`src/rtl/atm_txn_controller_if.sv`:
```
// Request, response and balance-RAM signal bundle for atm_txn_controller.
// slave: the controller side; master: the requester, response consumer and RAM.
interface atm_txn_controller_if #(
  parameter int unsigned ID_W  = 4,
  parameter int unsigned BAL_W = 5
);
  logic             req_valid;
  logic             req_ready;
  logic [ID_W-1:0]  req_id;
  logic [1:0]       req_op;
  logic [BAL_W-1:0] req_amount;

  logic             rsp_valid;
  logic             rsp_ready;
  logic [1:0]       rsp_status;
  logic [BAL_W-1:0] rsp_balance;

  logic [ID_W-1:0]  mem_addr;
  logic             mem_we;
  logic [BAL_W-1:0] mem_wdata;
  logic [BAL_W-1:0] mem_rdata;

  modport slave (
    input  req_valid, req_id, req_op, req_amount, rsp_ready, mem_rdata,
    output req_ready, rsp_valid, rsp_status, rsp_balance, mem_addr, mem_we, mem_wdata
  );

  modport master (
    output req_valid, req_id, req_op, req_amount, rsp_ready, mem_rdata,
    input  req_ready, rsp_valid, rsp_status, rsp_balance, mem_addr, mem_we, mem_wdata
  );
endinterface

```
`src/rtl/atm_txn_controller.sv`:
```
// Read-check-writeback sequencer for ATM account balances; the single balance-RAM master.
// Optional ATM_TXN_COUNT_EN adds txn_count, a saturating count of OK transactions.
module atm_txn_controller #(
  parameter int unsigned NUM_ACCOUNTS = 10,
  parameter int unsigned ID_W         = 4,
  parameter int unsigned BAL_W        = 5
) (
  input logic                 clk,
  input logic                 rst_n,
  atm_txn_controller_if.slave bus
`ifdef ATM_TXN_COUNT_EN
  ,
  output logic [7:0]          txn_count
`endif
);

  localparam logic [1:0] OpView     = 2'b00;
  localparam logic [1:0] OpDeposit  = 2'b01;
  localparam logic [1:0] OpWithdraw = 2'b10;
  localparam logic [1:0] OpRsvd     = 2'b11;

  localparam logic [1:0] StatusOk       = 2'b00;
  localparam logic [1:0] StatusBadId    = 2'b01;
  localparam logic [1:0] StatusNoFunds  = 2'b10;
  localparam logic [1:0] StatusOverflow = 2'b11;

  typedef enum logic [2:0] {StIdle, StRead, StCheck, StWrite, StResp} state_e;

  state_e           state_q, state_d;
  logic [ID_W-1:0]  id_q, id_d;
  logic [1:0]       op_q, op_d;
  logic [BAL_W-1:0] amt_q, amt_d;
  logic [1:0]       status_q, status_d;
  // Holds the new balance from CHECK through WRITE, then the reported balance in RESP.
  logic [BAL_W-1:0] bal_q, bal_d;
  logic [BAL_W:0]   sum;

  logic             req_ready;
  logic             rsp_valid;
  logic [ID_W-1:0]  mem_addr;
  logic             mem_we;
  logic [BAL_W-1:0] mem_wdata;

  always_ff @(posedge clk or negedge rst_n) begin
    if (!rst_n) begin
      state_q  <= StIdle;
      id_q     <= '0;
      op_q     <= '0;
      amt_q    <= '0;
      status_q <= StatusOk;
      bal_q    <= '0;
    end else begin
      state_q  <= state_d;
      id_q     <= id_d;
      op_q     <= op_d;
      amt_q    <= amt_d;
      status_q <= status_d;
      bal_q    <= bal_d;
    end
  end

  always_comb begin
    state_d   = state_q;
    id_d      = id_q;
    op_d      = op_q;
    amt_d     = amt_q;
    status_d  = status_q;
    bal_d     = bal_q;
    req_ready = 1'b0;
    rsp_valid = 1'b0;
    mem_addr  = '0;
    mem_we    = 1'b0;
    mem_wdata = '0;
    sum       = {1'b0, bus.mem_rdata} + {1'b0, amt_q};

    unique case (state_q)
      StIdle: begin
        req_ready = 1'b1;
        if (bus.req_valid) begin
          id_d  = bus.req_id;
          op_d  = bus.req_op;
          amt_d = bus.req_amount;
          if (32'(bus.req_id) >= NUM_ACCOUNTS) begin
            status_d = StatusBadId;
            bal_d    = '0;
            state_d  = StResp;
          end else if (bus.req_op == OpRsvd) begin
            status_d = StatusOverflow;
            bal_d    = '0;
            state_d  = StResp;
          end else begin
            state_d = StRead;
          end
        end
      end
      StRead: begin
        mem_addr = id_q;
        state_d  = StCheck;
      end
      StCheck: begin
        unique case (op_q)
          OpView: begin
            status_d = StatusOk;
            bal_d    = bus.mem_rdata;
            state_d  = StResp;
          end
          OpDeposit: begin
            if (sum[BAL_W]) begin
              status_d = StatusOverflow;
              bal_d    = bus.mem_rdata;
              state_d  = StResp;
            end else begin
              bal_d   = sum[BAL_W-1:0];
              state_d = StWrite;
            end
          end
          OpWithdraw: begin
            if (amt_q > bus.mem_rdata) begin
              status_d = StatusNoFunds;
              bal_d    = bus.mem_rdata;
              state_d  = StResp;
            end else begin
              bal_d   = bus.mem_rdata - amt_q;
              state_d = StWrite;
            end
          end
          default: begin
            // Reserved ops are rejected in IDLE; kept only as a safe fallback.
            status_d = StatusOverflow;
            bal_d    = '0;
            state_d  = StResp;
          end
        endcase
      end
      StWrite: begin
        mem_we    = 1'b1;
        mem_addr  = id_q;
        mem_wdata = bal_q;
        status_d  = StatusOk;
        state_d   = StResp;
      end
      StResp: begin
        rsp_valid = 1'b1;
        if (bus.rsp_ready) begin
          state_d = StIdle;
        end
      end
      default: begin
        state_d = StIdle;
      end
    endcase
  end

  assign bus.req_ready   = req_ready;
  assign bus.rsp_valid   = rsp_valid;
  assign bus.rsp_status  = status_q;
  assign bus.rsp_balance = bal_q;
  assign bus.mem_addr    = mem_addr;
  assign bus.mem_we      = mem_we;
  assign bus.mem_wdata   = mem_wdata;

`ifdef ATM_TXN_COUNT_EN
  logic [7:0] count_q;

  always_ff @(posedge clk or negedge rst_n) begin
    if (!rst_n) begin
      count_q <= '0;
    end else if (rsp_valid && bus.rsp_ready && status_q == StatusOk && count_q != 8'hFF) begin
      count_q <= count_q + 8'd1;
    end
  end

  assign txn_count = count_q;
`endif

endmodule

```
`src/flat_wrapper.sv`:
```
// flat-port wrapper written by rule: the top's interface ports become plain ports
module atm_txn_controller_flat 
#(
  parameter int unsigned NUM_ACCOUNTS = 10,
  parameter int unsigned ID_W         = 4,
  parameter int unsigned BAL_W        = 5
)
  (clk, rst_n, bus_req_valid, bus_req_id, bus_req_op, bus_req_amount, bus_rsp_ready, bus_mem_rdata, bus_req_ready, bus_rsp_valid, bus_rsp_status, bus_rsp_balance, bus_mem_addr, bus_mem_we, bus_mem_wdata);
  atm_txn_controller_if #(.ID_W(ID_W), .BAL_W(BAL_W)) bus_i ();
  input logic clk;
  input logic rst_n;
  input wire logic [$bits(bus_i.req_valid)-1:0] bus_req_valid;
  input wire logic [$bits(bus_i.req_id)-1:0] bus_req_id;
  input wire logic [$bits(bus_i.req_op)-1:0] bus_req_op;
  input wire logic [$bits(bus_i.req_amount)-1:0] bus_req_amount;
  input wire logic [$bits(bus_i.rsp_ready)-1:0] bus_rsp_ready;
  input wire logic [$bits(bus_i.mem_rdata)-1:0] bus_mem_rdata;
  output wire logic [$bits(bus_i.req_ready)-1:0] bus_req_ready;
  output wire logic [$bits(bus_i.rsp_valid)-1:0] bus_rsp_valid;
  output wire logic [$bits(bus_i.rsp_status)-1:0] bus_rsp_status;
  output wire logic [$bits(bus_i.rsp_balance)-1:0] bus_rsp_balance;
  output wire logic [$bits(bus_i.mem_addr)-1:0] bus_mem_addr;
  output wire logic [$bits(bus_i.mem_we)-1:0] bus_mem_we;
  output wire logic [$bits(bus_i.mem_wdata)-1:0] bus_mem_wdata;
  assign bus_i.req_valid = bus_req_valid;
  assign bus_i.req_id = bus_req_id;
  assign bus_i.req_op = bus_req_op;
  assign bus_i.req_amount = bus_req_amount;
  assign bus_i.rsp_ready = bus_rsp_ready;
  assign bus_i.mem_rdata = bus_mem_rdata;
  assign bus_req_ready = bus_i.req_ready;
  assign bus_rsp_valid = bus_i.rsp_valid;
  assign bus_rsp_status = bus_i.rsp_status;
  assign bus_rsp_balance = bus_i.rsp_balance;
  assign bus_mem_addr = bus_i.mem_addr;
  assign bus_mem_we = bus_i.mem_we;
  assign bus_mem_wdata = bus_i.mem_wdata;
  atm_txn_controller #(.NUM_ACCOUNTS(NUM_ACCOUNTS), .ID_W(ID_W), .BAL_W(BAL_W)) u_core (.clk(clk), .rst_n(rst_n), .bus(bus_i));
endmodule
```
`config.mk`:
```
export PLATFORM = sky130hd
export DESIGN_NAME = atm_txn_controller_flat
export DESIGN_NICKNAME = d
export VERILOG_FILES = /design/src/rtl/atm_txn_controller_if.sv /design/src/rtl/atm_txn_controller.sv /design/src/flat_wrapper.sv
export SDC_FILE = /design/constraint.sdc
export NUM_CORES = 1
export LEC_CHECK = 0
export BUFFER_PORTS_ARGS = -buffer_cell sky130_fd_sc_hd__clkbuf_2
export CORE_MARGIN = 2
export CORE_UTILIZATION = 55
export CTS_CLUSTER_SIZE = 28
export DETAILED_ROUTE_END_ITERATION = 10
export GPL_TIMING_DRIVEN = 0
export HOLD_SLACK_MARGIN = 0.05
export MAX_ROUTING_LAYER = met4
export PLACE_DENSITY = 0.82
export SLEW_MARGIN = 30
export SYNTH_ARGS = -nofsm -noshare
export SYNTH_HDL_FRONTEND = slang
export SYNTH_SLANG_ARGS = --single-unit
```
`constraint.sdc`:
```
create_clock -name clk -period 4.3 [get_ports clk]
set_input_delay 0 -clock clk [delete_from_list [all_inputs] [get_ports clk]]
set_output_delay 0 -clock clk [all_outputs]
set_load 0.02 [all_outputs]
```
==> flow_metrics.py <==
metrics = {
    "timing": {
        "fin_skew_ps": 8.567,
        "period_minus_slack_ps": 2116,
        "hold_viol_final": 0,
        "fmax_mhz": 472.6,
        "finalSetupTns_ps": 0,
        "finalSetupViolations": 0,
        "slew_violations": 0,
        "slew_headroom": 0.6426,
        "rsz0062_at_grt": "no",
        "max_slew.worst_pin.slew_ps": 536.2,
        "fin_crit_sh": 0.4921,
    },
    "logic_synthesis": {
        "synth.area.top_cells": "dfrtp_1 (32%), ha_1 (11%), inv_1 (3.7%)",
        "ys_ff_latch": 21,
        "synth-edff-count": 0,
        "synthCells": 179,
        "synth_top_cell_by_area": "dfrtp_1",
        "synth-main-ff-cell": "dfrtp_1",
        "synthArstFlopShare": 1.000,
        "yosysWarnings": 0,
        "synth_seq_area_share": 0.3204,
        "syn_area_um2": 1640,
        "synth_adder_area_share": 0.1312,
        "synth_area_per_cell_um2": 9.164,
        "synthSimpleGateAreaFrac": 0.2021,
        "synth_compound_area_frac": 0.2494,
        "synth_fp_nets": 215,
        "synth.area.mux_share": 0.04043,
        "netlist.area_leader.share": 0.3204,
        "synth_xor_area_frac": 0,
        "synth_top_family_by_area": "compound AO/OA/AOI/OAI gates",
        "synth_cell_types": 53,
    },
    "drt": {
        "antenna_left": 0,
        "routed_via_density": 5.796,
        "post_drt_wl_per_cell_um": 15.38,
        "firstDrtPassIters": 7,
        "vias": 1559,
        "route.detailed.drc": 3,
        "drt-total-wl_mm": 4.137,
        "drtIter0Drc": 99,
    },
    "clocking": {
        "cts_buffers": 3,
        "cts_tree": "built",
        "htreeDepth": 1,
        "cts.sinks": 21,
        "clkLatencyLatePin_ps": 310,
        "path_clk_slew_ps": 120,
        "ctsLongestPathBuffers": 2,
        "cts_setup_buffers": 0,
        "cts_root_buf": "clkbuf_4",
        "cts_resized": 0,
    },
    "cells_and_area": {
        "nNetsFinal": 275,
        "regArea_um2": 525.5,
        "final_cell_mix": "clkbuf_2 (38), dfrtp_1 (21), dlygate4sd3_1 (17), inv_1 (16), ha_1 (14)",
        "final_common_cell": "clkbuf_2",
        "final_cells": 269,
        "antenna_cells": 0,
        "syn_to_final_growth_pct": 25.93,
        "fillers": 231,
        "multi_input_area_um2": 1022,
        "drive_gt1_frac": 0.2479,
    },
    "global_route": {
        "grt_pass1_wl_mm": 6.858,
        "antenna_found_initial": 0,
        "first_global_vias": 1537,
        "grt_usage": 0.2700,
        "grt_max_degree": 22,
        "grt_overflow": 0,
    },
    "run": {
        "drv_cap": 0,
    },
    "placed_design": {
        "gp_congestion": 0.9130,
        "port_buffers": 38,
        "dp.final_hpwl_mm": 3.103,
        "place_inst": 248,
    },
    "worst_setup_path": {
        "max_stage_delay_ps": 400,
        "critPathLaunchType": "flop",
        "path_cells": "inv_1 > ha_1 > a21oi_2 > a21oi_1 > nor2_2 > o221ai_1 > a221o_1",
        "reg2reg_from": "u_core.amt_q[2]$_DFFE_PN0P_",
        "r2r_cells": 7,
        "endpoint_kind": "flop",
        "cp.required_ps": 4510,
        "slowest_stage": "ha_1",
        "critPathBufInv": 1,
        "cp.arrival_ps": 2320,
        "cp-startpoint": "u_core.amt_q[2]$_DFFE_PN0P_",
        "critPathTopFamily": "compound AO/OA/AOI/OAI gates",
        "cp_num_cells": 7,
        "critical_path.max_fanout": 7,
        "worstSetupPathType": "flop to flop",
    },
    "outcome": {
        "violations": "DRC",
        "status": "complete, but fails checks",
    },
    "die": {
        "row_count": 19,
        "io_pins": 39,
        "core_area_um2": 2805,
        "die-height_um": 58.61,
        "die-area_um2": 3435,
        "initial_utilization": 0.5847,
        "die_x_um": 58.61,
    },
    "hold_path": {
        "holdCritStartpoint": "bus_rsp_ready",
        "hold_class": "primary input to flop",
        "whs_path_depth": 5,
    },
    "power": {
        "vdd_drop_max_mv": 0.3448,
        "cellLeakagePower_nw": 1.003,
        "power.density_nw_per_um2": 614.9,
    },
}
[worst register-to-register path: stages (launching register included)]
cell and delay, ps:
dfrtp_1 360, inv_1 60, ha_1 400, a21oi_2 250, a21oi_1 130, nor2_2 340, o221ai_1 180, a221o_1 310
[registers in the layout (all words and copies together), names as in the netlist]
register                count
u_core.state_q              3
u_core.id_q                 4
u_core.bus.rsp_balance      5
u_core.bus.rsp_status       2
u_core.amt_q                5
u_core.op_q                 2
[cells by family (layout without fill, tap and decap cells)]
family | Yosys count | after routing
AOI/OAI and AO/OA | 53 | 53
adders and majority gates | 16 | 16
buffers and inverters | 23 | 82
DFF | 21 | 21
muxes | 6 | 6
and+or+nand+nor | 60 | 60
[power breakdown]
| part | leakage, nW | switching [W] | internal [W] | total (W) |
|---|---|---|---|---|
| clock network | 0.0150 | 0.0000591 | 0.0000362 | 0.0000953 |
| logic | 0.728 | 0.000496 | 0.000330 | 0.000826 |
| registers | 0.260 | 0.0000625 | 0.000287 | 0.000349 |
[area by class of cell]
type | count | share of cell area
Inverter | 17 | 0.03089
Sequential cell | 21 | 0.2544
Multi-Input combinational cell | 135 | 0.4949
Tap cell | 31 | 0.01878
Timing Repair Buffer | 55 | 0.1744
Clock buffer | 4 | 0.01272
Buffer | 6 | 0.01393
[synthesized netlist by cell type, types with 2 or more instances]
master      n
a211oi_1    2
a21oi_1    10
a21oi_2     2
a221o_1     5
a2bb2oi_1   2
a31oi_1     2
and2_1      9
and3_1      5
buf_2       2
clkbuf_1    3
dfrtp_1    21
fa_1        2
ha_1       14
inv_1      16
mux2_2      5
nand2_1    12
nand2b_1    3
nand3_1     5
nor2_1      7
nor2b_1     7
nor3_1      2
nor3b_1     2
o2111ai_1   2
o21ai_0     9
o21ai_1     2
[final timing paths]
| kind | endpoint | slack [ps] |
|---|---|---|
| setup / recovery | u_core.bus.rsp_balance[4]$_DFFE_PN0P_ | 2180 |
| hold reg to reg | u_core.id_q[0]$_DFFE_PN0P_ | 510 |
| max in group asynchronous | u_core.op_q[1]$_DFFE_PN0P_ | 3740 |
| hold / removal | u_core.state_q[2]$_DFFE_PN0P_ | 140 |
| setup reg to reg | u_core.bus.rsp_balance[4]$_DFFE_PN0P_ | 2180 |
| min in group asynchronous | u_core.bus.rsp_balance[0]$_DFFE_PN0P_ | 190 |
[what timing repair did]
item,in CTS,in global routing
hold endpoints to repair,37,0
endpoints found under the setup margin,0,0
hold buffers,17,0
[metal layers]
metal	global-route usage	part of all wire
met5	-	0
met1	0.3403	0.44
met3	0.05495	0.059
met4	0.06818	0.0044
met2	0.4462	0.49
[stage by stage]
stage / instance area [um^2] / hold WS, ps / worst slack [ps] / utilization / total power (W)
finish: 2066 / 138.6 / 2184 / 0.7364 / 0.001270
floorplan: 1640 / -295.6 / 2461 / - / 0.0009440
CTS: 2066 / 134.1 / 2212 / 0.7364 / 0.001268
global placement: 1869 / -6.978 / 2249 / 0.6664 / 0.001130
global route: 2066 / 162.5 / 2059 / 0.7364 / 0.001377
detailed placement: 1869 / 0.9914 / 2227 / 0.6664 / 0.001158
(Power assumes the default switching activity.)
